## config.mk

```make
export PLATFORM = sky130hd
export DESIGN_NAME = mult_div_unit
export DESIGN_NICKNAME = d
export VERILOG_FILES = /design/src/rtl/muldiv_pkg.sv /design/src/rtl/mult_div_unit_abs_negate.sv /design/src/rtl/mult_div_unit.sv
export SDC_FILE = /design/constraint.sdc
export NUM_CORES = 1
export LEC_CHECK = 0
export ABC_AREA = 0
export BUFFER_PORTS_ARGS = -buffer_cell sky130_fd_sc_hd__buf_2
export CAP_MARGIN = 20
export CORE_ASPECT_RATIO = 2
export CORE_MARGIN = 5
export CORE_UTILIZATION = 50
export DETAILED_ROUTE_END_ITERATION = 10
export MAX_ROUTING_LAYER = met4
export PLACE_DENSITY = 0.69
export SLEW_MARGIN = 20
export SYNTH_ARGS = -nofsm -noshare
export SYNTH_HDL_FRONTEND = slang
export SYNTH_SLANG_ARGS = --single-unit
```

## constraint.sdc

```tcl
create_clock -name clk -period 3.58 [get_ports clk]
set_input_delay 0.716 -clock clk [delete_from_list [all_inputs] [get_ports clk]]
set_output_delay 0.716 -clock clk [all_outputs]
set_load 0.01 [all_outputs]
```

## src/rtl/muldiv_pkg.sv

```systemverilog
// Shared op codes, FSM states and widths for the multiply/divide engine.
package muldiv_pkg;

  localparam int unsigned MD_OP_W = 3;

  typedef enum logic [MD_OP_W-1:0] {
    MD_MULT  = 3'b000,
    MD_MULTU = 3'b001,
    MD_DIV   = 3'b010,
    MD_DIVU  = 3'b011,
    MD_MTHI  = 3'b100,
    MD_MTLO  = 3'b101
  } muldiv_op_t;

  typedef enum logic [1:0] {
    MD_IDLE,
    MD_RUN,
    MD_FIX
  } muldiv_state_t;

  // MULT and DIV (even codes of the arithmetic group) are the signed variants
  function automatic logic op_is_signed(input logic [MD_OP_W-1:0] op);
    return ~op[0];
  endfunction

endpackage

```

## src/rtl/mult_div_unit_abs_negate.sv

```systemverilog
// Conditional two's-complement: result = en ? -value : value.
module abs_negate #(
  parameter int unsigned WIDTH = 32
) (
  input  logic [WIDTH-1:0] value,
  input  logic             en,
  output logic [WIDTH-1:0] result
);

  assign result = en ? (~value + WIDTH'(1)) : value;

endmodule

```

## src/rtl/mult_div_unit.sv

```systemverilog
// Iterative MULT/MULTU/DIV/DIVU engine owning HI/LO; MTHI/MTLO write directly.
// Define FAST_MULT_EN for single-cycle combinational MULT/MULTU.
module mult_div_unit
  import muldiv_pkg::*;
#(
  parameter int unsigned WIDTH = 32
) (
  input  logic               clk,
  input  logic               rst_n,
  input  logic               start,
  input  logic [MD_OP_W-1:0] op,
  input  logic [WIDTH-1:0]   a,
  input  logic [WIDTH-1:0]   b,
  output logic               busy,
  output logic               done,
  output logic [WIDTH-1:0]   hi,
  output logic [WIDTH-1:0]   lo
);

  localparam int unsigned     CNT_W = (WIDTH > 1) ? $clog2(WIDTH) : 1;
  localparam logic [CNT_W-1:0] LAST = CNT_W'(WIDTH - 1);

  muldiv_state_t    state_q, state_d;
  logic [CNT_W-1:0] iter_q;
  logic [WIDTH-1:0] acc_hi_q, acc_lo_q, opnd_q;
  logic             is_div_q, neg_q_q, neg_a_q, div_zero_q;

  logic             accept, op_iter, op_sgn;
  logic [WIDTH-1:0] a_mag, b_mag, quo_fix, rem_fix;
  logic [2*WIDTH-1:0] prod_fix;
  logic [WIDTH:0]   add_sum, shifted, diff;

  assign accept = start && (state_q == MD_IDLE);
  assign op_sgn = op_is_signed(op);

`ifdef FAST_MULT_EN
  assign op_iter = (op == MD_DIV) || (op == MD_DIVU);

  logic [2*WIDTH-1:0] a_ext, b_ext, fast_prod;
  // Low 2*WIDTH bits of a sign-extended product equal the signed product
  always_comb begin
    a_ext     = {{WIDTH{op_sgn & a[WIDTH-1]}}, a};
    b_ext     = {{WIDTH{op_sgn & b[WIDTH-1]}}, b};
    fast_prod = a_ext * b_ext;
  end
`else
  assign op_iter = ~op[MD_OP_W-1];
`endif

  abs_negate #(.WIDTH(WIDTH)) u_mag_a (
    .value(a), .en(op_sgn & a[WIDTH-1]), .result(a_mag)
  );
  abs_negate #(.WIDTH(WIDTH)) u_mag_b (
    .value(b), .en(op_sgn & b[WIDTH-1]), .result(b_mag)
  );
  abs_negate #(.WIDTH(2*WIDTH)) u_fix_prod (
    .value({acc_hi_q, acc_lo_q}), .en(neg_q_q), .result(prod_fix)
  );
  abs_negate #(.WIDTH(WIDTH)) u_fix_quo (
    .value(acc_lo_q), .en(neg_q_q), .result(quo_fix)
  );
  abs_negate #(.WIDTH(WIDTH)) u_fix_rem (
    .value(acc_hi_q), .en(neg_a_q), .result(rem_fix)
  );

  // acc_lo holds the multiplier (shifted out LSB-first) or the dividend/quotient
  always_comb begin
    add_sum = {1'b0, acc_hi_q} + (acc_lo_q[0] ? {1'b0, opnd_q} : '0);
    shifted = {acc_hi_q, acc_lo_q[WIDTH-1]};
    diff    = shifted - {1'b0, opnd_q};
  end

  always_ff @(posedge clk or negedge rst_n) begin
    if (!rst_n) state_q <= MD_IDLE;
    else        state_q <= state_d;
  end

  always_comb begin
    state_d = state_q;
    busy    = (state_q != MD_IDLE);
    case (state_q)
      MD_IDLE: if (accept && op_iter) state_d = MD_RUN;
      MD_RUN:  if (iter_q == LAST)    state_d = MD_FIX;
      MD_FIX:  state_d = MD_IDLE;
      default: state_d = MD_IDLE;
    endcase
  end

  always_ff @(posedge clk or negedge rst_n) begin
    if (!rst_n) begin
      iter_q     <= '0;
      acc_hi_q   <= '0;
      acc_lo_q   <= '0;
      opnd_q     <= '0;
      is_div_q   <= 1'b0;
      neg_q_q    <= 1'b0;
      neg_a_q    <= 1'b0;
      div_zero_q <= 1'b0;
      done       <= 1'b0;
      hi         <= '0;
      lo         <= '0;
    end else begin
      done <= 1'b0;
      case (state_q)
        MD_IDLE: begin
          if (accept) begin
            if (op_iter) begin
              acc_hi_q   <= '0;
              acc_lo_q   <= a_mag;
              opnd_q     <= b_mag;
              iter_q     <= '0;
              is_div_q   <= op[1];
              neg_q_q    <= op_sgn & (a[WIDTH-1] ^ b[WIDTH-1]);
              neg_a_q    <= op_sgn & a[WIDTH-1];
              div_zero_q <= (b == '0);
`ifdef FAST_MULT_EN
            end else if ((op == MD_MULT) || (op == MD_MULTU)) begin
              {hi, lo} <= fast_prod;
              done     <= 1'b1;
`endif
            end else if (op == MD_MTHI) begin
              hi   <= a;
              done <= 1'b1;
            end else if (op == MD_MTLO) begin
              lo   <= a;
              done <= 1'b1;
            end
          end
        end
        MD_RUN: begin
          iter_q <= iter_q + CNT_W'(1);
          if (!is_div_q) begin
            acc_hi_q <= add_sum[WIDTH:1];
            acc_lo_q <= {add_sum[0], acc_lo_q[WIDTH-1:1]};
          end else if (!diff[WIDTH]) begin
            acc_hi_q <= diff[WIDTH-1:0];
            acc_lo_q <= {acc_lo_q[WIDTH-2:0], 1'b1};
          end else begin
            acc_hi_q <= shifted[WIDTH-1:0];
            acc_lo_q <= {acc_lo_q[WIDTH-2:0], 1'b0};
          end
        end
        MD_FIX: begin
          // With a zero divisor the remainder path ends holding |a|; sign-fixing restores raw a
          if (is_div_q) begin
            lo <= div_zero_q ? '1 : quo_fix;
            hi <= rem_fix;
          end else begin
            {hi, lo} <= prod_fix;
          end
          done <= 1'b1;
        end
        default: ;
      endcase
    end
  end

endmodule

```

# Word level (Yosys, flattened, before mapping)
# Index checks and enable logic that the tools add are counted.
[word_totals] n_memories=0 ramBits=0 wordCells=95 out_inout_bits=66 romBits=0 regBits=172 latch_bits=0 input_bits=70
[classes] eq_ne=13 n_mul=0 n_bitwise=11 n_reduce_logical=12 div=0 shift=0 order_cmp=0 n_mux=39 addsub=8
[ops] operator="$mux 32" count=22
[ops] operator="$pmux 32 s2" count=4
[ops] operator="$add 32x1->32 const B" count=4
[ops] operator="$not 32->32" count=4
[ops] operator="$add 64x1->64 const B" count=1
[ops] operator="$mux 64" count=1
[ops] operator="$not 64->64" count=1
[ops] operator="$add 32x32->33" count=1
[ops] operator="$sub 33x32->33" count=1
[ops] operator="$logic_not 32->1" count=1
[ops] operator="$mux 5" count=2
[ops] operator="$ne 2x2->1 const B" count=5
[ops] operator="$pmux 5 s2" count=1
[ops] operator="$eq 3x3->1 const B" count=2
[ops] operator="$ne 2x1->1 const B" count=3
[ops] operator="$reduce_and 3->1" count=2
[ops] operator="$reduce_bool 2->1" count=3
[ops] operator="$add 5x1->5 const B" count=1
[ops] operator="$eq 5x5->1 const B" count=1
[ops] operator="$mux 1" count=5
[ops] operator="$reduce_and 5->1" count=1
[ops] operator="$mux 2" count=2
[ops] operator="$pmux 2 s2" count=1
[ops] operator="$reduce_and 4->1" count=1
[ops] operator="9 further kinds" count=13

# Logic depth before layout (Yosys ltp)
# Gate-level depths: netlist of run 1.
[logic_depth] word_depth=6 depth_mapped=14 ltp_nobuf=13

# Hierarchy
# From an unflattened synthesis of run 1, not the netlist that was laid out.
[hier_totals] hier_cells=2047 area_unflattened_um2=16891.2
[modules_own_cells] mod="mult_div_unit" area_each_um2=12134.1 seq_area_each_um2=4304.1 cells_each=1445 n_inst=1
[modules_own_cells] mod="abs_negate (u_fix_quo ...)" area_each_um2=777.0 seq_area_each_um2=0.0 cells_each=99 n_inst=4
[modules_own_cells] mod="abs_negate (u_fix_prod)" area_each_um2=1649.1 seq_area_each_um2=0.0 cells_each=206 n_inst=1

# Worst setup path before layout of run 1
# No wires, ideal clock.
[synth_path] kind="register to register" startpoint="register acc_lo_q[0]" endpoint="register acc_hi_q[18]" synth_period_minus_slack_ps=3239 n_path_buf=1 path_stages_with_launch=13 required_ps=3454 setup_time_ps=126 t_arrival_ps=3114 slack_ps=341 path_cell_list="dfrtp_1 inv_1 clkbuf_1 nor2_1 ha_1 a2111oi_0 a21oi_1 o311ai_0 nand2b_1 a21oi_1 xor2_1 o32ai_1 a221o_1"
[synth_via] elab_chain_cells=4
[synth_rtl] item="from (decl)" line_no="mult_div_unit.sv:25" text="logic [WIDTH-1:0] acc_hi_q, acc_lo_q, opnd_q;"
[synth_rtl] item="from (signal assigned)" line_no="mult_div_unit.sv:109" text="acc_lo_q <= a_mag;"
[synth_rtl] item="from (signal assigned)" line_no="mult_div_unit.sv:134" text="acc_lo_q <= {add_sum[0], acc_lo_q[WIDTH-1:1]};"
[synth_rtl] item="from (signal assigned)" line_no="mult_div_unit.sv:137" text="acc_lo_q <= {acc_lo_q[WIDTH-2:0], 1'b1};"
[synth_rtl] item="$mux 32" line_no="mult_div_unit.sv:68" text="add_sum = {1'b0, acc_hi_q} + (acc_lo_q[0] ? {1'b0, opnd_q} : '0);"
[synth_rtl] item="$add 32x32->33" line_no="mult_div_unit.sv:68"
[synth_rtl] item="$mux 32" line_no="mult_div_unit.sv:132" text="if (!is_div_q) begin"
[synth_rtl] item="$pmux 32 s2" line_no="mult_div_unit.sv:104" text="case (state_q)"
[synth_rtl] item="to (signal assigned)" line_no="mult_div_unit.sv:133" text="acc_hi_q <= add_sum[WIDTH:1];"
[synth_rtl] item="to (signal assigned)" line_no="mult_div_unit.sv:136" text="acc_hi_q <= diff[WIDTH-1:0];"
[synth_rtl] item="to (signal assigned)" line_no="mult_div_unit.sv:139" text="acc_hi_q <= shifted[WIDTH-1:0];"
[synth_rtl] item="to (decl)" line_no="mult_div_unit.sv:25"
# Every way passes these cells.
# A chain may end at the register's enable or synchronous reset.

# Worst setup path after layout of run 1
[layout_path] startpoint="register acc_lo_q[0]" endpoint="register acc_hi_q[31]"
# The elaborated chain is that of the path after synthesis.

==> flow_summary.yaml, run 1 <==
status:
  status: "complete, no violations"
clock_network:
  cts_hold_buf: 0
  clkTransAtPathRegs_ns: 0.07
  numCtsBuffers: 17
  cts_buffer_depth: 2
  cts_tree: "yes"
  cts-root-buf: "clkbuf_16"
  clock-sinks: 172
  htree_levels: 4
  clk_latency_ns: 0.46
floorplan:
  start_util_pct: 50.4
  dieArea_um2: 32700
  std_cell_rows: 88
  io_pins: 136
  core-area_um2: 28700
  dieHeight_um: 251
  die_w_um: 130
global_route:
  grt_overflow: 0
  grt_pass1_wl_um: 74800
  antenna_found_initial: 0
  grt_max_degree: 67
  grt_usage_pct: 30.0
  grt_pass1_vias: 14600
sta:
  max_slew_margin_pct: 35.9
  rsz0062_at_grt: "yes"
  final_max_slew_viol_count: 0
  fin_crit_sh_pct: 94.8
  fmax_mhz: 295
  tightestPinTransition_ns: 0.958
  hold_viol_final: 0
  min_period_ns: 3.39
  whs_ns: 0.227
  setup_viol: 0
  finalClockSkew_ns: 0.0131
finish:
  final_cell_mix: "nand2_1, dfrtp_1, o21ai_0"
  stdcell_count: 2359
  area_growth_pct: 16.8
  fin_util_pct: 58.9
  layout.nets: 2128
  fillCellCount: 2656
  antennaDiodeCount: 0
  layout_commonest_cell: "nand2_1"
  drive_gt1_share_pct: 17.2
place:
  io_buffers: 135
  gp_congestion: 1.01
  dp.cells: 2326
  dp_hpwl_um: 37300
drt:
  drt_wl_total_um: 47800
  drtIter0Drc: 1127
  drt-vias-per-instance: 6.15
  drc_errors: 0
  ant_nets: 0
  firstDrtPassIters: 5
  wl_per_cell_um: 20.3
  vias: 14500
worst_setup_path:
  cp.arrival_ns: 3.76
  r2r_start: "acc_lo_q[0]$_DFFE_PN0P_"
  endpoint_kind: "flip-flop"
  start_kind: "flip-flop"
  critical_path_class: "flip-flop to flip-flop"
  reg2reg_to: "acc_hi_q[31]$_DFFE_PN0P_"
  reg2reg_depth: 17
  reg2reg_slack_ns: 0.19
  critPathMaxFanout: 5
  required_ns: 3.95
logic_synthesis:
  synth_nets: 1955
  async_flop_share_pct: 100
  avgSynthCellArea_um2: 7.99
  ys_seq_area_share_pct: 29.7
  synth.distinct_cells: 79
  syn_inst: 1813
  synth_edf_count: 0
  yosysWarnings: 0
  syn_area_um2: 14500
  synth_seq_cells: 172
  ys.flop_type: "dfrtp_1"
power:
  vdd_drop_max_mv: 0.531
  power_density_nw_per_um2: 1070
  p_leak_nw: 7.58
min_path:
  hp-class: "input port to async pin"
flow_run:
  cap_violations: 0
==> worst max-delay path, stage by stage, from the launching register on <==
cell and delay (ns):
dfrtp_2 0.43, and2_1 0.15, ha_2 0.21, inv_1 0.06
fa_1 0.38, nand2b_4 0.16, a21oi_2 0.21, o2111ai_4 0.18
o211ai_1 0.22, buf_4 0.16, o41ai_2 0.06, buf_4 0.17
nor4_2 0.23, buf_4 0.16, buf_4 0.10, o21a_1 0.09
o21ai_0 0.06, a211oi_1 0.26
==> cell usage after synthesis (all sizes together), types with 12 or more instances <==
library cell / instances / area share, %
nor4: 14 / 0.81
nand3: 20 / 0.73
or4: 15 / 0.91
or3: 21 / 0.98
nand2: 220 / 5.7
a211oi: 27 / 1.4
nand2b: 24 / 1.0
xor2: 87 / 5.3
o211ai: 29 / 1.5
a21o: 54 / 2.8
nor2b: 26 / 1.1
nor3: 30 / 1.0
xnor2: 84 / 5.1
nor2: 137 / 3.5
mux2i: 53 / 3.7
dfrtp: 172 / 30
a21oi: 153 / 5.3
buf: 15 / 0.45
o41ai: 13 / 0.94
o31ai: 22 / 1.2
a31oi: 21 / 0.91
a32oi: 24 / 1.5
ha: 70 / 6.0
inv: 56 / 1.5
nand4: 13 / 0.56
o21ai: 172 / 6.0
and3: 12 / 0.52
clkbuf: 100 / 2.6
==> worst max-delay path by stage <==
stage	endpoint	start	slack, ns
2_1_floorplan	acc_hi_q[18]$_DFFE_PN0P_	acc_lo_q[0]$_DFFE_PN0P_	0.34
3_3_place_gp	acc_hi_q[29]$_DFFE_PN0P_	acc_lo_q[0]$_DFFE_PN0P_	0.02
3_5_place_dp	acc_hi_q[29]$_DFFE_PN0P_	acc_lo_q[0]$_DFFE_PN0P_	-0.02
4_1_cts	acc_hi_q[29]$_DFFE_PN0P_	acc_lo_q[0]$_DFFE_PN0P_	0.01
5_1_grt	acc_hi_q[29]$_DFFE_PN0P_	acc_lo_q[0]$_DFFE_PN0P_	-0.01
6_report	acc_hi_q[31]$_DFFE_PN0P_	acc_lo_q[0]$_DFFE_PN0P_	0.19
==> kinds of logic (layout without fill, tap and decap cells) <==
kind of cell / count (synthesis) / after routing / share of synthesized area [%]
AOI/OAI and AO/OA: 606 / 606 / 26.7
and+or+nand+nor: 567 / 567 / 18.7
DFF: 172 / 172 / 29.7
xor gates and xnor gates: 171 / 171 / 10.3
buffers and inverters: 171 / 357 / 4.50
adders and majority gates: 72 / 72 / 6.32
muxes: 54 / 54 / 3.74
==> power by group <==
| part | total (mW) | internal, mW | switching (mW) |
|---|---|---|---|
| registers | 3.89 | 2.89 | 0.993 |
| logic | 12.3 | 5.26 | 7.06 |
| clock network | 1.92 | 1.06 | 0.865 |
| total | 18.1 | 9.21 | 8.92 |
==> sequential cells by signal, indices dropped and copies added, names as in the netlist <==
| register | flops |
|---|---|
| state_q | 2 |
| neg_a_q | 1 |
| iter_q | 5 |
| div_zero_q | 1 |
| opnd_q | 32 |
| hi | 32 |
| acc_hi_q | 32 |
| lo | 32 |
| is_div_q | 1 |
| done | 1 |
| acc_lo_q | 32 |
| neg_q_q | 1 |
==> metrics by stage <==
step | worst slack [ns] | total power, mW | TNS [ns] | instance area, µm²
final | 0.187 | 18.1 | 0 | 16900
after global routing | -0.0116 | 19.5 | -0.0116 | 16900
after CTS | 0.0148 | 17.9 | 0 | 16900
after detailed placement | -0.0153 | 16.0 | -0.0187 | 16300
after global placement | 0.0229 | 15.8 | 0 | 16300
after floorplan | 0.341 | 11.8 | 0 | 14500
==> area by class of cell <==
class | count | area [µm²] | area share, %
flip-flops and latches | 172 | 4310 | 25.4
clock buffers | 21 | 450 | 2.66
multi-input cells | 1470 | 9640 | 56.9
clock inverters | 11 | 133 | 0.783
well taps | 360 | 450 | 2.66
repair buffers | 269 | 1740 | 10.3
inverters | 56 | 213 | 1.26
==> routing by layer <==
| metal | routed length, µm | track usage (%) |
|---|---|---|
| met2 | 26100 | 54.4 |
| met4 | 3010 | 18.6 |
| met1 | 16600 | 29.6 |
| met5 | 0 | - |
| met3 | 2010 | 3.32 |
==> repair_timing <==
item | 4_1_cts | 5_1_grt
endpoints found under the setup margin | 2 | 8
gates resized for setup | 3 | 14
pin swaps | 0 | 4
buffers inserted | 0 | 1
gates cloned | 0 | 0
Power figures use the tool's default switching activity.
==> inputs of run 2 (changes only) <==
Settings changed: CORE_UTILIZATION 50 to 60, PLACE_DENSITY 0.69 to 0.81.
Clock period 3.58 ns to 3.59 ns, I/O delays scaled along.
==> flow_summary.yaml, run 2 (synthesis gave the netlist of run 1 again) <==
finish:
  fin_util_pct: 71.0
  final_cell_mix: "nand2_1, dfrtp_1, o21ai_0"
  drive_gt1_share_pct: 17.3
  layout.nets: 2139
  layout_commonest_cell: "nand2_1"
  antennaDiodeCount: 0
  area_growth_pct: 16.7
place:
  dp_hpwl_um: 36900
  io_buffers: 135
  gp_congestion: 1.02
sta:
  min_period_ns: 3.47
  fmax_mhz: 288
  tightestPinTransition_ns: 0.958
  max_slew_margin_pct: 36.1
  fin_crit_sh_pct: 96.6
  setup_viol: 0
  rsz0062_at_grt: "no"
  final_max_slew_viol_count: 0
  setup_tns_ns: 0
  hold_viol_final: 0
  finalClockSkew_ns: 0.00997
power:
  power_density_nw_per_um2: 1080
  seqPwrFrac_pct: 21.2
  p_sw_mw: 8.99
  p_leak_nw: 7.63
  p_int_mw: 9.30
  pwr-share-comb_pct: 68.1
  swShare_pct: 49.2
  p_clk_share_pct: 10.7
  vdd_drop_max_mv: 0.458
worst_setup_path:
  critical_path.cell_chain: "inv_1 > ha_2 > fa_1 > nor2b_2 > o31a_1 > a41oi_2 > buf_4 > a21oi_1 > buf_4 > or3_1 > nand3_1 > buf_12 > mux2_2 > a22oi_1 > o21ai_0"
  required_ns: 3.89
  reg2reg_depth: 15
  critical_path_class: "flip-flop to flip-flop"
  path_common_cell: "buf_4"
  reg2reg_to: "acc_hi_q[24]$_DFFE_PN0P_"
  cp.buffers_inverters: 4
  critPathMaxFanout: 10
  cp.arrival_ns: 3.77
  critical_path.top_delay_family: "compound AO/OA/AOI/OAI gates"
  r2r_start: "acc_lo_q[31]$_DFFE_PN0P_"
  slowest_delay_ns: 0.40
  cp_slowest_cell: "or3_1"
  start_kind: "flip-flop"
  reg2reg_slack_ns: 0.12
  endpoint_kind: "flip-flop"
floorplan:
  core-area_um2: 23800
  dieHeight_um: 230
  start_util_pct: 60.8
  io_pins: 136
  dieArea_um2: 27500
  die_w_um: 120
  std_cell_rows: 80
global_route:
  antenna_found_initial: 0
  grt_usage_pct: 35.7
  grt_pass1_wl_um: 76000
  grt_overflow: 0
  grt_max_degree: 74
  grt_pass1_vias: 15200
drt:
  wl_per_cell_um: 20.9
  drtIter0Drc: 1430
  drc_errors: 0
  firstDrtPassIters: 6
  vias: 15000
  drt-vias-per-instance: 6.52
  ant_nets: 0
  drt_wl_total_um: 48100
clock_network:
  cts_tree: "yes"
  cts_buffer_depth: 2
  clkTransAtPathRegs_ns: 0.07
  cts-root-buf: "clkbuf_16"
  htree_levels: 4
  cts_hold_buf: 0
  clk_latency_ns: 0.46
  clock-sinks: 172
  numCtsBuffers: 17
status:
  status: "complete, no violations"
min_path:
  hp-class: "input port to async pin"
flow_run:
  cap_violations: 0
[run 2: cell types whose count changed in the layout (fill, tap and decap cells not counted), moves of 2 or more]
cell and delta:
buf_4 +11, clkinv_2 -2, a21oi_1 +2, a21oi_2 -2, clkinvlp_4 +4, o41ai_2 -2
[run 2: area by class of cell]
| type | instances | area, µm² |
|---|---|---|
| clock inverters | 12 | 163 |
| multi-input cells | 1470 | 9620 |
| flip-flops and latches | 172 | 4310 |
| clock buffers | 20 | 437 |
| inverters | 56 | 210 |
| repair buffers | 280 | 1820 |
| fillers | 1982 | 6910 |
| well taps | 287 | 359 |
[run 2: per-layer routing]
| metal | GRT usage, % | vias up | wire length, µm |
|---|---|---|---|
| met4 | 23.1 | 0 | 3270 |
| li1 | - | 6928 | - |
| met1 | 34.6 | 7147 | 16600 |
| met2 | 65.1 | 662 | 25900 |
| met5 | - | - | 0 |
| met3 | 5.21 | 229 | 2330 |
[run 2: how the worst max path moves through the flow]
stage               slack [ns]                     start  cells past startpoint                  endpoint
global placement         -0.11   acc_lo_q[0]$_DFFE_PN0P_                     15  acc_hi_q[29]$_DFFE_PN0P_
floorplan                 0.35   acc_lo_q[0]$_DFFE_PN0P_                     12  acc_hi_q[18]$_DFFE_PN0P_
CTS                       0.02     opnd_q[0]$_DFFE_PN0P_                     15  acc_hi_q[30]$_DFFE_PN0P_
global route             0.005   acc_lo_q[0]$_DFFE_PN0P_                     14  acc_hi_q[28]$_DFFE_PN0P_
finish                    0.12  acc_lo_q[31]$_DFFE_PN0P_                     15  acc_hi_q[24]$_DFFE_PN0P_
detailed placement       -0.16   acc_lo_q[0]$_DFFE_PN0P_                     15  acc_hi_q[29]$_DFFE_PN0P_
[run 2: per-stage QoR]
stage	area (µm²)	worst slack [ns]	cells	hold WS [ns]	power, mW
2_1_floorplan	14500	0.351	1813	0.422	11.8
3_5_place_dp	16300	-0.161	2264	0.460	16.0
4_1_cts	16900	0.0210	2296	0.266	18.0
5_1_grt	16900	0.00479	2297	0.291	19.6
6_report	16900	0.123	2297	0.229	18.3
3_3_place_gp	16300	-0.107	2264	0.453	15.7
[run 2: worst reg2reg max path: cells and delay by family, from the launching register on]
family / cells / cell delay [ns]
buffers and inverters: 4 / 0.60
muxes: 1 / 0.35
AOI/OAI and AO/OA: 5 / 0.86
DFF: 1 / 0.38
and+or+nand+nor: 3 / 0.62
adders and majority gates: 2 / 0.50
[run 2: power by group through the flow]
stage / sequential, mW / clock (mW) / combinational [mW]
final: 3.87 / 1.97 / 12.5
after global routing: 3.98 / 2.05 / 13.5
after CTS: 3.83 / 1.97 / 12.2
after detailed placement: 3.86 / 0 / 12.1
after global placement: 3.82 / 0 / 11.9
after floorplan: 3.77 / 0 / 8.02
[run 2: repair_timing]
item                                    4_1_cts  5_1_grt
setup buffers                                 0        1
pin swaps                                     0        3
endpoints found under the setup margin        1       18
resized for setup                             1        9
cloned                                        0        0
==> inputs of run 3 (changes only) <==
Settings changed: ABC_AREA 0 to 1, PLACE_DENSITY 0.81 to 0.8.
==> flow_summary.yaml, run 3 <==
status:
  status: "complete, no violations"
floorplan:
  dieHeight_um: 254
  start_util_pct: 60.7
  std_cell_rows: 89
  core-area_um2: 29400
  io_pins: 136
  dieArea_um2: 33500
  die_w_um: 132
logic_synthesis:
  synth_top_family_by_area: "simple AND/OR/NAND/NOR gates"
  yosysTopAreaCell: "dfrtp_1"
  async_flop_share_pct: 100
  synth_seq_cells: 172
  synth_compound_area_share_pct: 13.8
  synth.distinct_cells: 45
  synth_top_area_share_pct: 24.1
  yosysWarnings: 0
  avgSynthCellArea_um2: 5.76
  ys.flop_type: "dfrtp_1"
  syn_inst: 3097
  synth_edf_count: 0
  yosys.area_share.adder_pct: 5.13
  synth-simple-area-share_pct: 42.3
  synth_area_leaders: "dfrtp_1, nand2_1, inv_1"
  synth_nets: 3239
  yosysMostFrequentCell: "nand2_1"
  synthTopCellsByCount: "nand2_1, inv_1, nor2_1, nand3_1, o21ai_0"
  syn_area_um2: 17800
  ys_seq_area_share_pct: 24.1
  synth.area.mux_share_pct: 0
  yosys.area_share.xor_xnor_pct: 2.75
power:
  p_sw_mw: 13.5
  p_int_mw: 9.04
  p_clk_share_pct: 8.9
  swShare_pct: 59.8
  p_leak_nw: 10.4
  pwr-share-comb_pct: 72.0
  vdd_drop_max_mv: 0.713
  power_density_nw_per_um2: 1150
  seqPwrFrac_pct: 19.1
clock_network:
  numCtsBuffers: 17
  clkTransAtPathRegs_ns: 0.08
  post_cts_buffers: 0
  cts-root-buf: "clkbuf_16"
  cts_hold_buf: 0
  cts_buffer_depth: 2
  clock-sinks: 172
  clk_latency_ns: 0.49
  cts_tree: "yes"
  cts_resized: 0
  htree_levels: 4
finish:
  drive_gt1_share_pct: 9.91
  layout_commonest_cell: "nand2_1"
  layout.nets: 3347
  final_cell_mix: "nand2_1, inv_1, nor2_1"
  area_growth_pct: 9.86
  fin_util_pct: 66.7
worst_setup_path:
  critical_path.cell_chain: "inv_1 > fa_1 > nor2_1 > o21ai_1 > nand2_1 > nand2_1 > nand2_1 > nand2_2 > nand3_1 > nand2_4 > buf_12 > nand2_2 > nand3_2 > nand2_1 > nand2_1"
  critical_path_class: "flip-flop to flip-flop"
  path_common_cell: "nand2_1"
  reg2reg_slack_ns: 0.33
  required_ns: 3.96
  cp.buffers_inverters: 2
  critPathMaxFanout: 16
  start_kind: "flip-flop"
  reg2reg_depth: 15
  r2r_start: "acc_hi_q[0]$_DFFE_PN0P_"
  cp_slowest_cell: "dfrtp_1"
  critical_path.top_delay_family: "simple AND/OR/NAND/NOR gates"
  slowest_delay_ns: 0.61
  reg2reg_to: "acc_hi_q[0]$_DFFE_PN0P_"
  endpoint_kind: "flip-flop"
  cp.arrival_ns: 3.63
sta:
  finalClockSkew_ns: 0.0170
  whs_ns: 0.242
  tightestPinTransition_ns: 1.04
  final_max_slew_viol_count: 0
  min_period_ns: 3.26
  max_slew_margin_pct: 30.0
  hold_viol_final: 0
  fmax_mhz: 307
  fin_crit_sh_pct: 90.8
  setup_viol: 0
  setup_tns_ns: 0
  rsz0062_at_grt: "no"
drt:
  wl_per_cell_um: 23.4
  drt_wl_total_um: 83700
  drc_errors: 0
  vias: 22500
  drt-vias-per-instance: 6.27
  drtIter0Drc: 2597
  ant_nets: 0
  firstDrtPassIters: 7
flow_run:
  cap_violations: 0
global_route:
  antenna_found_initial: 1
  grt_max_degree: 64
  grt_pass1_vias: 22100
  grt_usage_pct: 50.7
  grt_pass1_wl_um: 128000
  grt_overflow: 0
place:
  dp_hpwl_um: 65700
  gp_congestion: 1.21
  io_buffers: 135
min_path:
  hp-class: "input port to async pin"
run 3: metal layers:
layer,vias up,GRT usage [%],share of wire (%)
met4,0,57.5,16
li1,10100,-,-
met1,9969,44.3,28
met3,792,11.6,8.8
met5,-,-,0
met2,1624,83.5,47
run 3: kinds of logic (layout without fill, tap and decap cells):
kind of cell               Yosys count  in the layout
AOI/OAI and AO/OA                  467            467
xor gates and xnor gates            56             56
adders and majority gates           72             72
buffers and inverters              547            668
DFF                                172            172
other                                0              1
and+or+nand+nor                   1783           1783
run 3: worst max path at each step:
stage	to	slack, ns	start	cells past startpoint
after floorplan	acc_hi_q[29]$_DFFE_PN0P_	0.95	acc_lo_q[0]$_DFFE_PN0P_	21
after global placement	acc_hi_q[27]$_DFFE_PN0P_	0.48	acc_lo_q[31]$_DFFE_PN0P_	16
after detailed placement	acc_hi_q[27]$_DFFE_PN0P_	0.44	acc_lo_q[31]$_DFFE_PN0P_	16
after CTS	acc_hi_q[0]$_DFFE_PN0P_	0.44	acc_lo_q[31]$_DFFE_PN0P_	16
after global routing	acc_hi_q[27]$_DFFE_PN0P_	0.25	acc_hi_q[7]$_DFFE_PN0P_	13
final	acc_hi_q[0]$_DFFE_PN0P_	0.33	acc_hi_q[0]$_DFFE_PN0P_	15
run 3: cell type report:
class	count	area (µm²)
multi-input cells	2378	11400
fillers	2796	9790
flip-flops and latches	172	4310
inverters	451	1690
repair buffers	185	1110
well taps	364	455
clock buffers	17	425
clock inverters	15	176
diodes	1	2.50
run 3: power groups by stage:
stage          combinational (mW)  sequential, mW  clock [mW]
6_report                     16.2            4.30        2.00
3_5_place_dp                 15.4            4.23           0
3_3_place_gp                 15.1            4.19           0
5_1_grt                      17.7            4.37        2.06
4_1_cts                      15.5            4.19        1.97
2_1_floorplan                10.7            3.93           0
run 3: through the flow:
stage / cell area [µm²] / cells / setup WS, ns / power, mW
floorplan: 17800 / 3097 / 0.946 / 14.7
global placement: 19000 / 3550 / 0.480 / 19.3
detailed placement: 19000 / 3550 / 0.443 / 19.7
CTS: 19600 / 3582 / 0.442 / 21.7
global route: 19600 / 3583 / 0.246 / 24.1
finish: 19600 / 3583 / 0.331 / 22.5
